**src/rtl/seq_detect_1101.sv**
```systemverilog
// seq_detect_1101
// Serial 1101 pattern detector for the sequence-detector lab board.
// A rising edge on load_in captures a WIDTH-bit word; each rising edge on
// clock_in (while a frame is in progress) shifts one bit out, MSB first, into
// a Moore FSM that recognises 1101 with overlap and counts matches.
//
// Ports
//   clk        in   1      system clock, all logic on posedge
//   reset      in   1      synchronous, active-high
//   load_in    in   1      debounced load level; rising edge starts a frame
//   clock_in   in   1      debounced shift level; rising edge shifts one bit
//   data_in    in   WIDTH  parallel word, sampled on load rising edge
//   cur_bit    out  1      bit consumed by the most recent shift
//   bit_idx    out  5      bits shifted in this frame, 0..WIDTH
//   state      out  3      FSM state code S0..S4 = 0..4
//   detected   out  1      1 iff state == S4 (registered decode)
//   match_cnt  out  CNT_W  1101 matches in this frame, saturating
//   busy       out  1      frame in progress
//   done       out  1      all WIDTH bits shifted; held until load or reset
module seq_detect_1101 #(
    parameter int WIDTH = 8,
    parameter int CNT_W = 4
) (
    input  logic             clk,
    input  logic             reset,
    input  logic             load_in,
    input  logic             clock_in,
    input  logic [WIDTH-1:0] data_in,
    output logic             cur_bit,
    output logic [4:0]       bit_idx,
    output logic [2:0]       state,
    output logic             detected,
    output logic [CNT_W-1:0] match_cnt,
    output logic             busy,
    output logic             done
);

    typedef enum logic [2:0] {
        S0 = 3'd0,
        S1 = 3'd1,
        S2 = 3'd2,
        S3 = 3'd3,
        S4 = 3'd4
    } state_t;

    localparam logic [CNT_W-1:0] CNT_MAX = {CNT_W{1'b1}};
    localparam logic [CNT_W-1:0] CNT_ONE = {{(CNT_W-1){1'b0}}, 1'b1};
    localparam logic [4:0]       LAST_IDX = 5'(WIDTH - 1);

    // Overlapping 1101 transition table; S4 on a 1 falls back to "11".
    function automatic state_t fsm_next(input state_t cur, input logic b);
        state_t nxt;
        case (cur)
            S0:      nxt = b ? S1 : S0;
            S1:      nxt = b ? S2 : S0;
            S2:      nxt = b ? S2 : S3;
            S3:      nxt = b ? S4 : S0;
            S4:      nxt = b ? S2 : S0;
            default: nxt = S0;
        endcase
        return nxt;
    endfunction

    logic             load_q, clock_q;
    logic [WIDTH-1:0] shreg_q, shreg_d;
    logic [4:0]       bit_idx_q, bit_idx_d;
    logic             cur_bit_q, cur_bit_d;
    state_t           state_q, state_d;
    logic             detected_q, detected_d;
    logic [CNT_W-1:0] match_cnt_q, match_cnt_d;
    logic             busy_q, busy_d;
    logic             done_q, done_d;

    logic load_rise_s;
    logic clock_rise_s;
    logic shift_s;

    assign load_rise_s  = load_in & ~load_q;
    assign clock_rise_s = clock_in & ~clock_q;

    // State register: every flop, including the edge-detect history.
    always_ff @(posedge clk) begin
        if (reset) begin
            load_q      <= 1'b0;
            clock_q     <= 1'b0;
            shreg_q     <= {WIDTH{1'b0}};
            bit_idx_q   <= 5'd0;
            cur_bit_q   <= 1'b0;
            state_q     <= S0;
            detected_q  <= 1'b0;
            match_cnt_q <= {CNT_W{1'b0}};
            busy_q      <= 1'b0;
            done_q      <= 1'b0;
        end else begin
            load_q      <= load_in;
            clock_q     <= clock_in;
            shreg_q     <= shreg_d;
            bit_idx_q   <= bit_idx_d;
            cur_bit_q   <= cur_bit_d;
            state_q     <= state_d;
            detected_q  <= detected_d;
            match_cnt_q <= match_cnt_d;
            busy_q      <= busy_d;
            done_q      <= done_d;
        end
    end

    // Next-state logic: a load rise always wins over a coincident shift.
    always_comb begin
        shreg_d   = shreg_q;
        bit_idx_d = bit_idx_q;
        cur_bit_d = cur_bit_q;
        state_d   = state_q;
        busy_d    = busy_q;
        done_d    = done_q;
        shift_s   = 1'b0;
        if (load_rise_s) begin
            shreg_d   = data_in;
            bit_idx_d = 5'd0;
            cur_bit_d = 1'b0;
            state_d   = S0;
            busy_d    = 1'b1;
            done_d    = 1'b0;
        end else if (clock_rise_s && busy_q) begin
            shift_s   = 1'b1;
            shreg_d   = {shreg_q[WIDTH-2:0], 1'b0};
            cur_bit_d = shreg_q[WIDTH-1];
            bit_idx_d = bit_idx_q + 5'd1;
            state_d   = fsm_next(state_q, shreg_q[WIDTH-1]);
            if (bit_idx_q == LAST_IDX) begin
                busy_d = 1'b0;
                done_d = 1'b1;
            end else begin
                busy_d = busy_q;
                done_d = done_q;
            end
        end else begin
            shift_s = 1'b0;
        end
    end

    // Output logic: Moore decode of the next state plus the saturating counter.
    always_comb begin
        detected_d  = (state_d == S4);
        match_cnt_d = match_cnt_q;
        if (load_rise_s) begin
            match_cnt_d = {CNT_W{1'b0}};
        end else if (shift_s && (state_d == S4) && (match_cnt_q != CNT_MAX)) begin
            match_cnt_d = match_cnt_q + CNT_ONE;
        end else begin
            match_cnt_d = match_cnt_q;
        end
    end

    assign cur_bit   = cur_bit_q;
    assign bit_idx   = bit_idx_q;
    assign state     = state_q;
    assign detected  = detected_q;
    assign match_cnt = match_cnt_q;
    assign busy      = busy_q;
    assign done      = done_q;

endmodule

```
**config.mk**
```make
export PLATFORM = sky130hd
export DESIGN_NAME = seq_detect_1101
export DESIGN_NICKNAME = d
export VERILOG_FILES = /design/src/rtl/seq_detect_1101.sv
export SDC_FILE = /design/constraint.sdc
export NUM_CORES = 1
export LEC_CHECK = 0
export BUFFER_PORTS_ARGS = -buffer_cell sky130_fd_sc_hd__buf_2
export CORE_MARGIN = 3
export CORE_UTILIZATION = 34
export DETAILED_ROUTE_END_ITERATION = 8
export PLACE_DENSITY = 0.51
export SYNTH_ARGS = -nofsm -noshare
export SYNTH_HDL_FRONTEND = slang
export SYNTH_SLANG_ARGS = --single-unit
```
**constraint.sdc**
```tcl
create_clock -name clk -period 1.4 [get_ports clk]
set_input_delay 0.35 -clock clk [delete_from_list [all_inputs] [get_ports clk]]
set_output_delay 0.35 -clock clk [all_outputs]
set_load 0.005 [all_outputs]
```
# Yosys cells after proc, flatten, opt, wreduce, memory -nomap -nowiden
# Index checks and enable logic that the tools add are counted.
dict set report totals {
  register_bits 26
  output_inout_bits 16
  word_cells 47
}
dict set report classes {
  n_addsub 2
  n_eq_ne 7
  muxes 14
  n_bitwise 4
  n_reduce_logical 10
}
# cell n
set op_table {}
lappend op_table {{2-to-1 mux 8 bit} 2}
lappend op_table {{one-hot mux 3 bit (4 select lines)} 1}
lappend op_table {{2-to-1 mux 3 bit} 3}
lappend op_table {{2-to-1 mux 1 bit} 7}
lappend op_table {{== test 3 x 2 -> 1 bit, second input constant} 2}
lappend op_table {{== test 3 bit, second input constant} 2}
lappend op_table {{adder 5 x 1 -> 5 bit, second input constant} 1}
lappend op_table {{== test 5 x 3 -> 1 bit, second input constant} 1}
lappend op_table {{adder 4 x 1 -> 4 bit, second input constant} 1}
lappend op_table {{!= test 4 bit, second input constant} 1}
lappend op_table {{AND reduction 2 bit} 2}
lappend op_table {{nonzero test 2 bit} 2}
lappend op_table {{OR reduction 2 bit} 2}
lappend op_table {{== test 3 x 1 -> 1 bit, second input constant} 1}
lappend op_table {{logical AND 1 bit} 3}
lappend op_table {{zero test 3 bit} 1}
lappend op_table {{AND 1 bit} 2}
lappend op_table {{2-to-1 mux 2 bit} 1}
lappend op_table {{inverter 1 bit} 2}

# Longest topological paths before layout
dict set report logic_depth {
  ltp_word 8
  mapped_depth 5
  depth_no_buf 4
}

# Worst setup path before layout
# OpenSTA, ideal clock, no wires.
dict set report synth_path {
  kind {register to register}
  start {reg bit_idx_q[0], in the netlist bit_idx[0]}
  end {reg bit_idx_q[4], in the netlist bit_idx[4]}
  setup_time_ps 70
  arrival_time_ps 1134
  slack_ps 196
  stages_incl_launch_ff 5
  synth_period_minus_slack_ps 1204
  path_cell_list {dfxtp_1 -> ha_1 -> nand2_1 -> or4_1 -> a21oi_1}
}
dict set report synth_between {
  elab_chain_cells 1
}
# element line_no
set synth_lines {}
lappend synth_lines {{start: declaration} 66} ;# logic [4:0] bit_idx_q, bit_idx_d;
lappend synth_lines {{start signal: assignment} 98} ;# bit_idx_q <= bit_idx_d;
lappend synth_lines {{adder 5 x 1 -> 5 bit} 128} ;# bit_idx_d = bit_idx_q + 5'd1;
# No other way between the ends.
# A chain may end at the register's enable or synchronous reset.

# Final worst setup path
dict set report layout_path {
  start {reg clock_q}
  end {reg bit_idx_q[4], in the netlist bit_idx[4]}
}
dict set report layout_between {
  elab_chain_cells 3
}
# element line_no
set layout_lines {}
lappend layout_lines {{start: declaration} 64} ;# logic load_q, clock_q;
lappend layout_lines {{start signal: assignment} 96} ;# clock_q <= clock_in;
lappend layout_lines {{inverter 1 bit} 79} ;# assign clock_rise_s = clock_in & ~clock_q;
lappend layout_lines {{AND 1 bit} 79}
lappend layout_lines {{logical AND 1 bit} 124} ;# end else if (clock_rise_s && busy_q) begin
# No other way between the ends.

==> metrics.yaml <==
logic_synthesis:
  synth-simple-area-share: 0.224
  synthAdderAreaFrac: 0.0218
  synthXorXnorAreaFrac: 0.0305
  synth_seq_cells: 26
  ys_top_cells_by_area: "dfxtp_1, mux2i_1, a211oi_1"
  syn-mean-instance-area_um2: 9.56
  synth_cell_types: 32
  yosys.area.top_type_share: 0.454
  yosysWarnings: 0
  yosysSeqAreaShare: 0.454
  synthesis.area_um2: 1150
  synth_cells: 120
  synth_compound_area_frac: 0.147
  synthMuxAreaShare: 0.0872
  synth_top_family_by_area: "simple AND/OR/NAND/NOR gates"
  synth.largest_area_cell: "dfxtp_1"
  syn-num-nets: 134
setup_path:
  required_ns: 1.66
  crit_fanout: 5
  cp_slowest_cell: "or4_1"
  critPathCaptureType: "register"
  cp.arrival_ns: 1.57
  worst-path-buf-inv: 0
  startpoint_type: "register"
  cp_cell_sequence: "nand3b_1, or4_1, a21oi_1"
  path_class: "register to register"
  cpPeakStageDelay_ns: 0.50
  path_delay_family: "simple AND/OR/NAND/NOR gates"
finish:
  final_util: 0.456
  finish.net_count: 171
  antenna_cells: 0
  areaGrowthSynthToFinish_pct: 24.4
  drive_above_1_share: 0.323
  n_fill_cell: 306
  stdcell_count: 199
sta:
  fmax_mhz: 759
  min_period_ns: 1.32
  final.setup.tns_ns: 0
  finalCritPeriodShare: 0.942
  fin_skew_ns: 0.00653
  final_max_slew_viol_count: 0
  rsz0062_at_grt: "yes"
  timing.slew.headroom: 0.743
  hold_ws_ns: 0.256
  worst_pin_slew_ns: 0.385
  setup_viol: 0
  worst_slack_ns: 0.0817
  finalHoldViolations: 0
drt:
  drcViolationCount: 0
  ant_nets: 0
  wirelength_um: 2480
  route.vias.total: 963
  wl_per_cell_um: 12.5
  first_pass_iters: 4
  via_per_inst: 4.84
  drt_iter0_markers: 57
clock_network:
  cts_num_sinks: 26
  cts_buffers: 3
  clkLatencyLatePin_ns: 0.32
  path_clk_slew_ns: 0.14
  clk_path_buf_depth: 2
  cts_htree_levels: 1
  cts-root-buf: "clkbuf_4"
  cts_tree: "built"
  cts_hold_buffers: 0
worst_hold_path:
  hold_class: "primary input to register"
die:
  placementRows: 20
  core_area_um2: 3130
  die-area_um2: 4110
  die_y_um: 64.1
  ios: 28
  start_util: 0.367
  die_w_um: 64.1
global_routing:
  antenna_found_initial: 0
  grt_max_degree: 20
  grt_pass1_wl_um: 4280
  grt_overflow_total: 0
  grt_pass1_vias: 943
  grtUsageTotal: 0.130
power:
  clockPowerShare: 0.255
  power_frac_seq: 0.632
  p_int_uw: 939
  powerDensity_nw_per_um2: 868
  switching_power_uw: 300
  pwr-share-comb: 0.113
  p_leak_uw: 0.000618
  ir_drop_uv: 600
  netSwitchingFraction: 0.242
placed_design:
  dp_slack_ns: -0.0334
  place_inst: 192
  dpl.hpwl_um: 1760
  port_buffers: 27
  place.gp.congestion: 0.818
status:
  status: "complete, no violations"
run:
  max-cap-violations: 0
flip-flops by register name, indices dropped and copies added (netlist names):
register and cells:
bit_idx 5, busy 1, clock_q 1, cur_bit 1, detected 1, done 1
load_q 1, match_cnt 4, shreg_q 8, state 3
area by class of cell:
class	instances	area, µm²	area share
clock buffer	3	22.5	0.0158
inverter	2	7.51	0.00526
multi-input combinational	86	598	0.419
sequential	26	527	0.369
tap	44	55.1	0.0386
timing repair buffer	38	218	0.152
metrics by stage:
stage          power, µW  cell area [µm²]
2_1_floorplan        880             1150
3_3_place_gp         931             1360
3_5_place_dp         932             1360
4_1_cts             1260             1390
5_1_grt             1310             1430
6_report            1240             1430
placed cells by master (no fill, tap or decap), types with 5 or more instances in the layout:
cell type and n:
buf_2 27, mux2i_1 10, nor2_1 12, dfxtp_1 21
nand3b_1 6, nand2_1 6, a211oi_1 9, a21oi_1 8
buf_4 11, dfxtp_2 5
synthesized netlist by cell type:
cell / count
a21oi_1: 8
nand2_1: 6
nand3b_1: 6
and4_1: 1
nor2b_1: 3
dfxtp_1: 26
o31ai_1: 1
o21ba_2: 1
and3b_1: 1
a31oi_1: 2
o22ai_1: 1
nor2_1: 12
nand3_1: 3
xor2_1: 3
buf_2: 3
mux2i_1: 10
inv_1: 2
or2b_1: 1
buf_6: 1
nor4_1: 2
clkbuf_1: 2
nand2b_1: 2
xnor2_1: 1
ha_1: 2
a311oi_2: 1
and3_1: 1
or3_1: 3
o21ai_0: 2
and4b_1: 1
or4_1: 1
nand4b_1: 2
a211oi_1: 9
power groups by stage:
| stage | logic, µW | clock network (µW) | registers [µW] |
|---|---|---|---|
| 2_1_floorplan | 83.6 | 0 | 796 |
| 3_3_place_gp | 132 | 0 | 799 |
| 3_5_place_dp | 134 | 0 | 799 |
| 4_1_cts | 139 | 334 | 782 |
| 5_1_grt | 159 | 365 | 789 |
| 6_report | 140 | 315 | 783 |
cells by family (layout without fill, tap and decap cells):
group | Yosys count | in the layout
xor+xnor | 4 | 4
mux | 10 | 10
fa+ha+maj | 2 | 2
buf+inv | 8 | 43
compound gates | 25 | 25
flops | 26 | 26
simple gates | 45 | 45
timing repair:
action	4_1_cts	5_1_grt
pin swaps	2	2
endpoints found under the setup margin	2	13
gates resized for setup	0	7
setup buffers	2	2
tightest hold or removal path: cells and delay by family:
family | cells | cell delay, ns
AND/OR/NAND/NOR | 1 | 0.04
AO/OA/AOI/OAI | 1 | 0.05
buffers and inverters | 1 | 0.10
final timing paths:
kind	end	depth (start not counted)	slack, ns	startpoint
setup reg to reg	bit_idx[4]$_SDFFE_PP0N_	3	0.08	clock_q$_SDFF_PP0_
hold / removal	shreg_q[0]$_SDFFE_PP0P_	3	0.26	data_in[0]
setup / recovery	bit_idx[4]$_SDFFE_PP0N_	3	0.08	clock_q$_SDFF_PP0_
hold reg to reg	cur_bit$_SDFFE_PP0N_	2	0.46	cur_bit$_SDFFE_PP0N_
metal layers:
metal  wire length [µm]  track usage
met4                 13       0.0290
met1               1180        0.161
met2               1130        0.213
met5                  0            0
met3                148       0.0510
Note: power is estimated with default switching activity, not from simulation.
